==> src/rtl/dma_pkg.sv <==
// Shared types and default widths for the single-channel word-copy DMA engine.
// Holds the FSM state encoding so the bench and any wrapper agree on it.
package dma_pkg;

    localparam int DMA_DATA_WIDTH = 32;
    localparam int DMA_ADDR_WIDTH = 32;
    localparam int DMA_LEN_WIDTH  = 16;

    typedef enum logic [2:0] {
        ST_IDLE,
        ST_RD_REQ,
        ST_RD_WAIT,
        ST_WR_REQ,
        ST_DONE
    } dma_state_e;

endpackage

==> src/rtl/dma_engine.sv <==
// Word-by-word memory copy: read one word, write it, repeat; 3 cycles/word minimum plus one DONE cycle.
// Requests hold address/data until mem_gnt; RD_WAIT stalls until mem_rvalid; abort returns to IDLE at once.
module dma_engine
    import dma_pkg::*;
#(
    parameter int DATA_WIDTH = DMA_DATA_WIDTH,
    parameter int ADDR_WIDTH = DMA_ADDR_WIDTH,
    parameter int LEN_WIDTH  = DMA_LEN_WIDTH
) (
    input  logic                  clk,
    input  logic                  rst,
    input  logic                  start,
    input  logic                  abort,
    input  logic [ADDR_WIDTH-1:0] src_addr,
    input  logic [ADDR_WIDTH-1:0] dst_addr,
    input  logic [LEN_WIDTH-1:0]  len,
    output logic                  busy,
    output logic                  done,
    output logic [LEN_WIDTH-1:0]  xfer_count,
    output logic                  mem_en,
    output logic                  mem_wr_en,
    output logic [ADDR_WIDTH-1:0] mem_addr,
    output logic [DATA_WIDTH-1:0] mem_wdata,
    input  logic                  mem_gnt,
    input  logic [DATA_WIDTH-1:0] mem_rdata,
    input  logic                  mem_rvalid
);

    dma_state_e            state_q, state_d;
    logic [ADDR_WIDTH-1:0] src_ptr_q, src_ptr_d;
    logic [ADDR_WIDTH-1:0] dst_ptr_q, dst_ptr_d;
    logic [LEN_WIDTH-1:0]  remaining_q, remaining_d;
    logic [LEN_WIDTH-1:0]  xfer_count_q, xfer_count_d;
    logic [DATA_WIDTH-1:0] buf_q, buf_d;

    always_comb begin
        state_d      = state_q;
        src_ptr_d    = src_ptr_q;
        dst_ptr_d    = dst_ptr_q;
        remaining_d  = remaining_q;
        xfer_count_d = xfer_count_q;
        buf_d        = buf_q;

        case (state_q)
            ST_IDLE: begin
                if (start) begin
                    xfer_count_d = '0;
                    if (len == '0) begin
                        state_d = ST_DONE;
                    end else begin
                        src_ptr_d   = src_addr;
                        dst_ptr_d   = dst_addr;
                        remaining_d = len;
                        state_d     = ST_RD_REQ;
                    end
                end
            end
            ST_RD_REQ: begin
                if (abort) begin
                    state_d = ST_IDLE;
                end else if (mem_gnt) begin
                    state_d = ST_RD_WAIT;
                end
            end
            ST_RD_WAIT: begin
                if (abort) begin
                    state_d = ST_IDLE;
                end else if (mem_rvalid) begin
                    buf_d   = mem_rdata;
                    state_d = ST_WR_REQ;
                end
            end
            ST_WR_REQ: begin
                if (abort) begin
                    state_d = ST_IDLE;
                end else if (mem_gnt) begin
                    // Pointers wrap silently at the top of the address space.
                    xfer_count_d = xfer_count_q + LEN_WIDTH'(1);
                    remaining_d  = remaining_q - LEN_WIDTH'(1);
                    src_ptr_d    = src_ptr_q + ADDR_WIDTH'(1);
                    dst_ptr_d    = dst_ptr_q + ADDR_WIDTH'(1);
                    state_d      = (remaining_q == LEN_WIDTH'(1)) ? ST_DONE : ST_RD_REQ;
                end
            end
            ST_DONE: begin
                state_d = ST_IDLE;
            end
            default: begin
                state_d = ST_IDLE;
            end
        endcase
    end

    always_ff @(posedge clk) begin
        if (rst) begin
            state_q      <= ST_IDLE;
            src_ptr_q    <= '0;
            dst_ptr_q    <= '0;
            remaining_q  <= '0;
            xfer_count_q <= '0;
            buf_q        <= '0;
        end else begin
            state_q      <= state_d;
            src_ptr_q    <= src_ptr_d;
            dst_ptr_q    <= dst_ptr_d;
            remaining_q  <= remaining_d;
            xfer_count_q <= xfer_count_d;
            buf_q        <= buf_d;
        end
    end

    // Every output is a decode of registered state, so mem_gnt never reaches mem_en combinationally.
    assign busy       = (state_q != ST_IDLE);
    assign done       = (state_q == ST_DONE);
    assign mem_en     = (state_q == ST_RD_REQ) || (state_q == ST_WR_REQ);
    assign mem_wr_en  = (state_q == ST_WR_REQ);
    assign mem_addr   = (state_q == ST_WR_REQ) ? dst_ptr_q : src_ptr_q;
    assign mem_wdata  = buf_q;
    assign xfer_count = xfer_count_q;

endmodule

==> config.mk <==
export PLATFORM = sky130hd
export DESIGN_NAME = dma_engine
export DESIGN_NICKNAME = d
export VERILOG_FILES = /design/src/rtl/dma_pkg.sv /design/src/rtl/dma_engine.sv
export SDC_FILE = /design/constraint.sdc
export NUM_CORES = 1
export LEC_CHECK = 0
export ABC_AREA = 1
export ABC_CLOCK_PERIOD_IN_PS = 4550
export BUFFER_PORTS_ARGS = -buffer_cell sky130_fd_sc_hd__clkbuf_2
export CORE_UTILIZATION = 40
export CTS_CLUSTER_SIZE = 40
export DETAILED_ROUTE_END_ITERATION = 6
export GPL_TIMING_DRIVEN = 0
export PLACE_DENSITY_LB_ADDON = 0.15
export SLEW_MARGIN = 20
export SYNTH_ARGS = -nofsm -noshare
export SYNTH_HDL_FRONTEND = slang
export SYNTH_SLANG_ARGS = --single-unit
export TNS_END_PERCENT = 10
==> constraint.sdc <==
create_clock -name clk -period 4.55 [get_ports clk]
set_clock_uncertainty 0.05 [all_clocks]
set_input_delay 0.6825 -clock clk [delete_from_list [all_inputs] [get_ports clk]]
set_output_delay 0.6825 -clock clk [all_outputs]
set_load 0.05 [all_outputs]
==> reports/results.txt, run 1 <==
total negative slack -> 0 ns
Tot GR Track Use -> 30.4%
number of distinct library cells after synthesis -> 35
DR vias -> 10.2k
final worst path period share -> 77.9%
Fin. Hold Viols -> 0
syn nets -> 1554
Nets -> 1773
Vias/cell -> 5.27
Placed Cells incl. Taps -> 1901
die area -> 21500 um^2
Die Ht -> 147 um
register area share after synthesis -> 31.3%
Setup Fix Bufs, Post-CTS -> 0
row count -> 52
Final min period -> 3.54 ns
CP Class -> register to output pin
Clock Latency Late Sink -> 0.44 ns
largest family of logic cells by synthesized area -> simple AND/OR/NAND/NOR gates
Slew Viols, Final -> 0
vias in the first global route -> 9446
initial detailed-routing violation count -> 849
P&R area growth vs syn -> 23.5%
multiplexer share of the synthesized area -> 0.239%
post-CTS resize count -> 0
Routed WL -> 32600 um
Port Buf Inserts -> 200
setup violators final -> 0
crit end category -> output pin
Setup crit start kind -> register
gpl congestion -> 0.974
clk sinks -> 131
simple-gate share of the synthesized area -> 41.9%
P_sw -> 2.53 mW
Post-route DRC -> 0
first-pass GRT wire length -> 50500 um
Ports -> 202
post-route ant nets -> 0
switching share of power -> 46.9%
Avg WL per Cell -> 16.9 um
fin cells -> 1933
TritonCTS clock tree -> done
adder-cell share of the synthesized area -> 0.746%
die width -> 147 um
grt ovf -> 0
Crit Path Max Fanout -> 10
register share of total power -> 31.5%
dpl ws -> 1.56 ns
Mapped Area -> 8380 um^2
share of layout cells above drive strength 1 -> 17.3%
Max-Cap Viols -> 0
Initial Utilization -> 41.2%
Fmax achieved -> 282 MHz
Logic pwr share -> 40.7%
Mapped Avg Cell Area -> 5.86 um^2
setup slack after layout -> 1.01 ns
CP arrival -> 2.81 ns
hold crit path type -> primary input to register
placeable core region -> 20400 um^2
Synth Area in XOR/XNOR -> 1.25%
cells after synthesis -> 1431
Detail Placement HPWL -> 24700 um
final instance area -> 10400 um^2
Yosys reg bits -> 131
LEAKAGE -> 4.79 nW
RSZ-0062 raised after global routing -> false
clock slew at the register clock pins of the worst setup and hold paths -> 0.07 ns
clock tree buffer depth -> 2
yosys warns -> 0
Synth Area in Compound Gates -> 15.1%
htree depth -> 4
P_int -> 2.86 mW
clk root buf -> clkbuf_16
DP Area -> 9720 um^2
Slew @ Worst Pin -> 0.813 ns
CTS Buf Count -> 17
hold buffer count at CTS -> 0
largest net degree at the start of global routing -> 17
diode count -> 0
Worst EP required -> 3.82 ns
Relative slew margins -> 45.8%
initial antenna violation count -> 0
Clock power frac -> 27.8%
Pwr per Cell Area -> 521 nW/um^2
outcome -> completed
drt pass-1 iters -> 5
overall power -> 5.39 mW
VDD IR max -> 0.308 mV
[cells in the final DEF, fill, tap and decap left out, drive strengths merged, types with 32 or more instances in the layout]
cell type	synthesis	routed
clkbuf	33	250
nand4	33	33
buf	32	32
nor2	311	311
a21oi	67	67
nand2	378	378
dfxtp	131	131
nand3	103	103
inv	122	133
o21ai	138	138
[through the flow]
step                      utilization (%)  hold WS, ns
after floorplan                         -        0.402
after global placement               47.7        0.421
after detailed placement             47.7        0.423
after CTS                            50.8        0.400
after global routing                 50.8        0.403
final                                50.8        0.408
[kinds of logic after synthesis]
| group | count (synthesis) |
|---|---|
| buffers and inverters | 188 |
| flip-flops | 131 |
| AND/OR/NAND/NOR | 857 |
| multiplexers | 2 |
| adder cells (fa/ha/maj) | 5 |
| AO/OA/AOI/OAI | 236 |
| XOR/XNOR | 12 |
[sequential cells by signal, indices dropped and copies added, names as in the netlist]
signal	flops
xfer_count	16
mem_wdata	32
dst_ptr_q	32
state_q	3
src_ptr_q	32
remaining_q	16
[final timing paths]
check                       start               to  slack (ns)  depth (start not counted)
hold reg to reg   remaining_q[11]  remaining_q[11]        0.44                          2
hold / removal      mem_rdata[16]    mem_wdata[16]        0.41                          3
setup / recovery       state_q[1]      mem_addr[9]        1.01                          7
setup reg to reg     src_ptr_q[0]    src_ptr_q[14]        2.27                         10
[routing by layer]
metal  global-route usage (%)  vias up  share of wire (%)
met3                     6.74       55                8.3
met1                     37.9     4646                 42
li1                         -     5049                  -
met5                        0        -                  0
met2                     50.3      440                 46
met4                     12.8        0                3.4
[layout make-up]
class,instances,area (um^2)
fill,2185,10000
multi-input combinational,1112,4970
sequential,131,2620
timing repair buffer,200,1000
inverter,123,462
clock buffer,17,425
tap,270,338
buffer,65,333
clock inverter,15,204
[worst max-delay path: stages (launching register included)]
cell and delay (ns):
dfxtp_1 0.42, nand2_1 0.08, nor2_1 0.12, buf_2 0.26, buf_2 0.32, clkbuf_1 0.53, o21ai_0 0.33, clkbuf_2 0.31
[synthesized netlist by cell type]
library cell,number,area share (%)
nor2_2,5,0.37
buf_6,8,1.1
inv_2,5,0.22
nand2_2,1,0.075
clkinv_1,1,0.045
a31oi_1,3,0.22
a31o_2,1,0.10
o21a_1,5,0.45
o21bai_1,8,0.72
a211oi_1,4,0.36
nand3_2,1,0.12
dfxtp_1,131,31
clkbuf_1,32,1.4
xnor2_1,5,0.52
ha_1,5,0.75
o21ai_1,14,0.84
or2_2,11,0.82
buf_2,22,1.3
buf_1,2,0.090
o21ai_0,124,7.4
nand4_1,33,2.5
nand3_1,102,6.1
nor2_1,306,14
a21o_1,1,0.090
a21oi_1,67,4.0
o211a_1,3,0.36
clkbuf_2,1,0.060
o211ai_1,6,0.54
mux2i_1,2,0.24
nor4_1,1,0.075
nand3b_1,5,0.45
xor2_1,7,0.73
inv_1,117,5.2
nor3_1,15,0.90
nand2_1,377,17
[power by group through the flow]
stage | registers [mW] | logic [mW] | clock network, mW
5_1_grt | 1.73 | 2.38 | 1.56
3_3_place_gp | 1.71 | 2.14 | 0
3_5_place_dp | 1.70 | 2.16 | 0
6_report | 1.70 | 2.19 | 1.50
4_1_cts | 1.68 | 2.17 | 1.51
2_1_floorplan | 1.69 | 1.49 | 0
Power figures use the tool's default switching activity.
==> inputs of run 2 (changes only) <==
--- a/config.mk
+++ b/config.mk
@@ -5,8 +5,8 @@
 export SDC_FILE = /design/constraint.sdc
 export NUM_CORES = 1
 export LEC_CHECK = 0
-export ABC_AREA = 1
-export ABC_CLOCK_PERIOD_IN_PS = 4550
+export ABC_AREA = 0
+export ABC_CLOCK_PERIOD_IN_PS = 3600
 export BUFFER_PORTS_ARGS = -buffer_cell sky130_fd_sc_hd__clkbuf_2
 export CORE_UTILIZATION = 40
 export CTS_CLUSTER_SIZE = 40
==> constraint.sdc (replaced) <==
create_clock -name clk -period 3.6 [get_ports clk]
set_clock_uncertainty 0.05 [all_clocks]
set_input_delay 0.54 -clock clk [delete_from_list [all_inputs] [get_ports clk]]
set_output_delay 0.54 -clock clk [all_outputs]
set_load 0.05 [all_outputs]
==> run 2 against run 1 <==
Net effect: the run now ends with design-rule violations left; synthesized cell count decreased by 25%; non-clock buffer count increased by 19; wire length decreased by 2.6%; flip-flop and latch count unchanged; register-to-register slack got worse by 1.5 ns; count of clock-buffer cells in the layout increased by 3; first-iteration DRC count increased by 31%; area after synthesis decreased by 9.2%; global-route usage increased by 1.8 points; setup slack got worse by 0.92 ns; sequential share of layout area increased by 2.3 points; cell count decreased by 20%; highest routed layer is now met5.
==> reports/results.txt, run 2 <==
initial detailed-routing violation count -> 1109 (+31%)
LEAKAGE -> 3.84 nW (-20%)
final instance area -> 9480 um^2 (-8.4%)
most frequent cells after synthesis -> 247 x nand2_1, 131 x dfxtp_1, 124 x a21oi_1
Final min period -> 3.51 ns
Mapped Area -> 7620 um^2 (-9.2%)
vias in the first global route -> 8630 (-8.6%)
diode count -> 0 (unchanged)
Initial Utilization -> 40.7% (-0.46 points)
simple-gate share of the synthesized area -> 31.4% (-11 points)
drt pass-1 iters -> 7 (+2)
cell repeated most along the worst path -> clkbuf_2
outcome -> complete, but fails checks
worst-path cell chain -> buf_2, nand3b_1, clkbuf_2, buf_1, nand2_1, o21ai_1, clkbuf_2
syn nets -> 1202 (-23%)
overall power -> 5.30 mW (-1.7%)
Fin. Hold Viols -> 0 (unchanged)
DR vias -> 9276 (-9.0%)
most common cell after layout, fill and taps aside -> nand2_1
die width -> 140 um (-4.6%)
CP Buf/Inv Count -> 4 (unchanged)
initial antenna violation count -> 2 (+2)
Routed WL -> 31700 um (-2.6%)
most frequent cells in the layout -> 247 x nand2_1, 208 x clkbuf_2, 131 x dfxtp_1
Synth Area in XOR/XNOR -> 1.49% (+0.24 points)
Pwr per Cell Area -> 559 nW/um^2 (+7.3%)
Relative slew margins -> 21.6% (-24 points)
FFs w/ async S/R, synth -> 0% (unchanged)
final worst path period share -> 97.6%
Crit path largest cell delay -> 0.58 ns (+0.05 ns)
Slowest cell on crit path -> buf_1
Clock Latency Late Sink -> 0.43 ns (about the same)
clk sinks -> 131 (unchanged)
grt ovf -> 0 (unchanged)
yosys warns -> 0 (unchanged)
largest family of logic cells by synthesized area -> simple AND/OR/NAND/NOR gates
final core utilization -> 50.7% (-0.13 points)
htree depth -> 4 (unchanged)
hold buffer count at CTS -> 0 (unchanged)
cells after synthesis -> 1079 (-25%)
CTS Buf Count -> 17 (unchanged)
DP Area -> 8920 um^2 (-8.2%)
Setup Fix Bufs, Post-CTS -> 0 (unchanged)
violated checks -> design-rule violations
dpl ws -> -0.0803 ns (-1.64 ns)
gpl congestion -> 0.985 (+1.1%)
Max-Cap Viols -> 0 (unchanged)
Setup crit start kind -> register
worst hold margin -> 0.278 ns (-0.130 ns)
Die Ht -> 140 um (-4.6%)
multiplexer share of the synthesized area -> 0.394% (+0.16 points)
Avg WL per Cell -> 20.6 um (+22%)
setup slack after layout -> 0.0851 ns (-0.921 ns)
largest net degree at the start of global routing -> 20 (+3)
Slew @ Worst Pin -> 1.17 ns (+0.353 ns)
Tot GR Track Use -> 32.2% (+1.8 points)
number of distinct library cells after synthesis -> 71 (+100%)
crit end category -> output pin
CP arrival -> 2.92 ns (+0.11 ns)
P&R area growth vs syn -> 24.5%
row count -> 50 (-3.8%)
Post-route DRC -> 10 (+10)
Crit Path Max Fanout -> 10 (unchanged)
clock slew at the register clock pins of the worst setup and hold paths -> 0.06 ns (about the same)
TritonCTS clock tree -> done
share of layout cells above drive strength 1 -> 21.1% (+3.8 points)
Vias/cell -> 6.01 (+14%)
Detail Placement HPWL -> 22600 um (-8.4%)
Synth Area in Compound Gates -> 26.2% (+11 points)
Fmax achieved -> 285 MHz
most numerous cell in the Yosys netlist -> nand2_1
Mapped Avg Cell Area -> 7.06 um^2 (+20%)
clk root buf -> clkbuf_16
Port Buf Inserts -> 201 (+0.50%)
cell accounting for the most synthesized area -> dfxtp_1
post-route ant nets -> 0 (unchanged)
die area -> 19600 um^2 (-9.0%)
Ports -> 202 (unchanged)
placeable core region -> 18700 um^2 (-8.1%)
VDD IR max -> 0.314 mV (+1.8%)
clock tree buffer depth -> 2 (unchanged)
adder-cell share of the synthesized area -> 0.821% (+0.075 points)
CP Class -> register to output pin
number of synthesized flops with an enable pin -> 0 (unchanged)
main area contributors after synthesis -> dfxtp_1 34%, nand2_1 12%, a21oi_1 8.1%
CP top delay family -> buffers and inverters
RSZ-0062 raised after global routing -> true
Nets -> 1420 (-20%)
first-pass GRT wire length -> 48300 um (-4.3%)
fraction of post-synthesis cell area in the top cell type by area -> 34.4% (+3.2 points)
setup violators final -> 0 (unchanged)
Worst EP required -> 3.01 ns (-0.81 ns)
register area share after synthesis -> 34.4% (+3.2 points)
top_reg_cell synth -> dfxtp_1
Yosys reg bits -> 131 (unchanged)
hold crit path type -> primary input to register
Slew Viols, Final -> 0 (unchanged)
## run 2: changes by cell type after synthesis, moves of 12 or more
cell and delta:
a21oi_1 +57, and3_1 +16, buf_1 +12, clkbuf_1 +22, inv_1 -104, nand2_1 -130, nand3_1 -69, nor2_1 -231
nor3_1 +15, nor4_1 +20, o21ai_0 -59, o21ai_1 -12, o32ai_1 +16
## run 2: worst paths after layout
path            startpoint             to  slack [ns]  depth (start not counted)
max reg2reg  dst_ptr_q[12]  dst_ptr_q[31]        0.79                          6
min reg2reg  mem_wdata[25]  mem_wdata[25]        0.40                          2
min          mem_rdata[16]  mem_wdata[16]        0.28                          3
max             state_q[0]   mem_addr[27]        0.09                          7
## run 2: cell families after synthesis
| group | count (synthesis) |
|---|---|
| simple gates | 509 |
| flops | 131 |
| buf+inv | 100 |
| xor+xnor | 13 |
| mux | 3 |
| fa+ha+maj | 5 |
| compound gates | 318 |
## run 2: repair_timing
action / 4_1_cts / 5_1_grt
cloned: 0 / 0
resized for setup: 7 / 5
pin swaps: 0 / 1
setup endpoints to repair: 32 / 23
## run 2: area by class of cell
| cell class | count | area (um^2) |
|---|---|---|
| clock inverters | 11 | 113 |
| well taps | 234 | 293 |
| repair buffers | 201 | 1010 |
| inverters | 15 | 56.3 |
| clock buffers | 20 | 447 |
| fillers | 1958 | 9220 |
| plain buffers | 83 | 350 |
| multi-input cells | 848 | 4600 |
| flip-flops and latches | 131 | 2620 |
## run 2: through the flow
stage	TNS, ns	instances
CTS	0	1544
global placement	-0.149	1514
floorplan	0	1079
detailed placement	-0.151	1514
global route	-0.0715	1543
finish	0	1543
## run 2: power by group
group          switching (mW)  internal, mW  total (mW)
clock network           0.684          1.02        1.71
logic                    1.28         0.500        1.78
registers               0.190          1.62        1.81
## run 2: worst register-to-register path: cells and delay by family, from the launching register on
| family | cells | cell delay, ns |
|---|---|---|
| simple gates | 4 | 1.86 |
| buf+inv | 1 | 0.32 |
| compound gates | 1 | 0.19 |
| flops | 1 | 0.30 |
## run 2: metal layers
layer	share of wire (%)	track usage (%)
met5	0.041	0
met4	3.3	12.9
met3	11	9.37
met2	43	48.5
met1	42	43.0
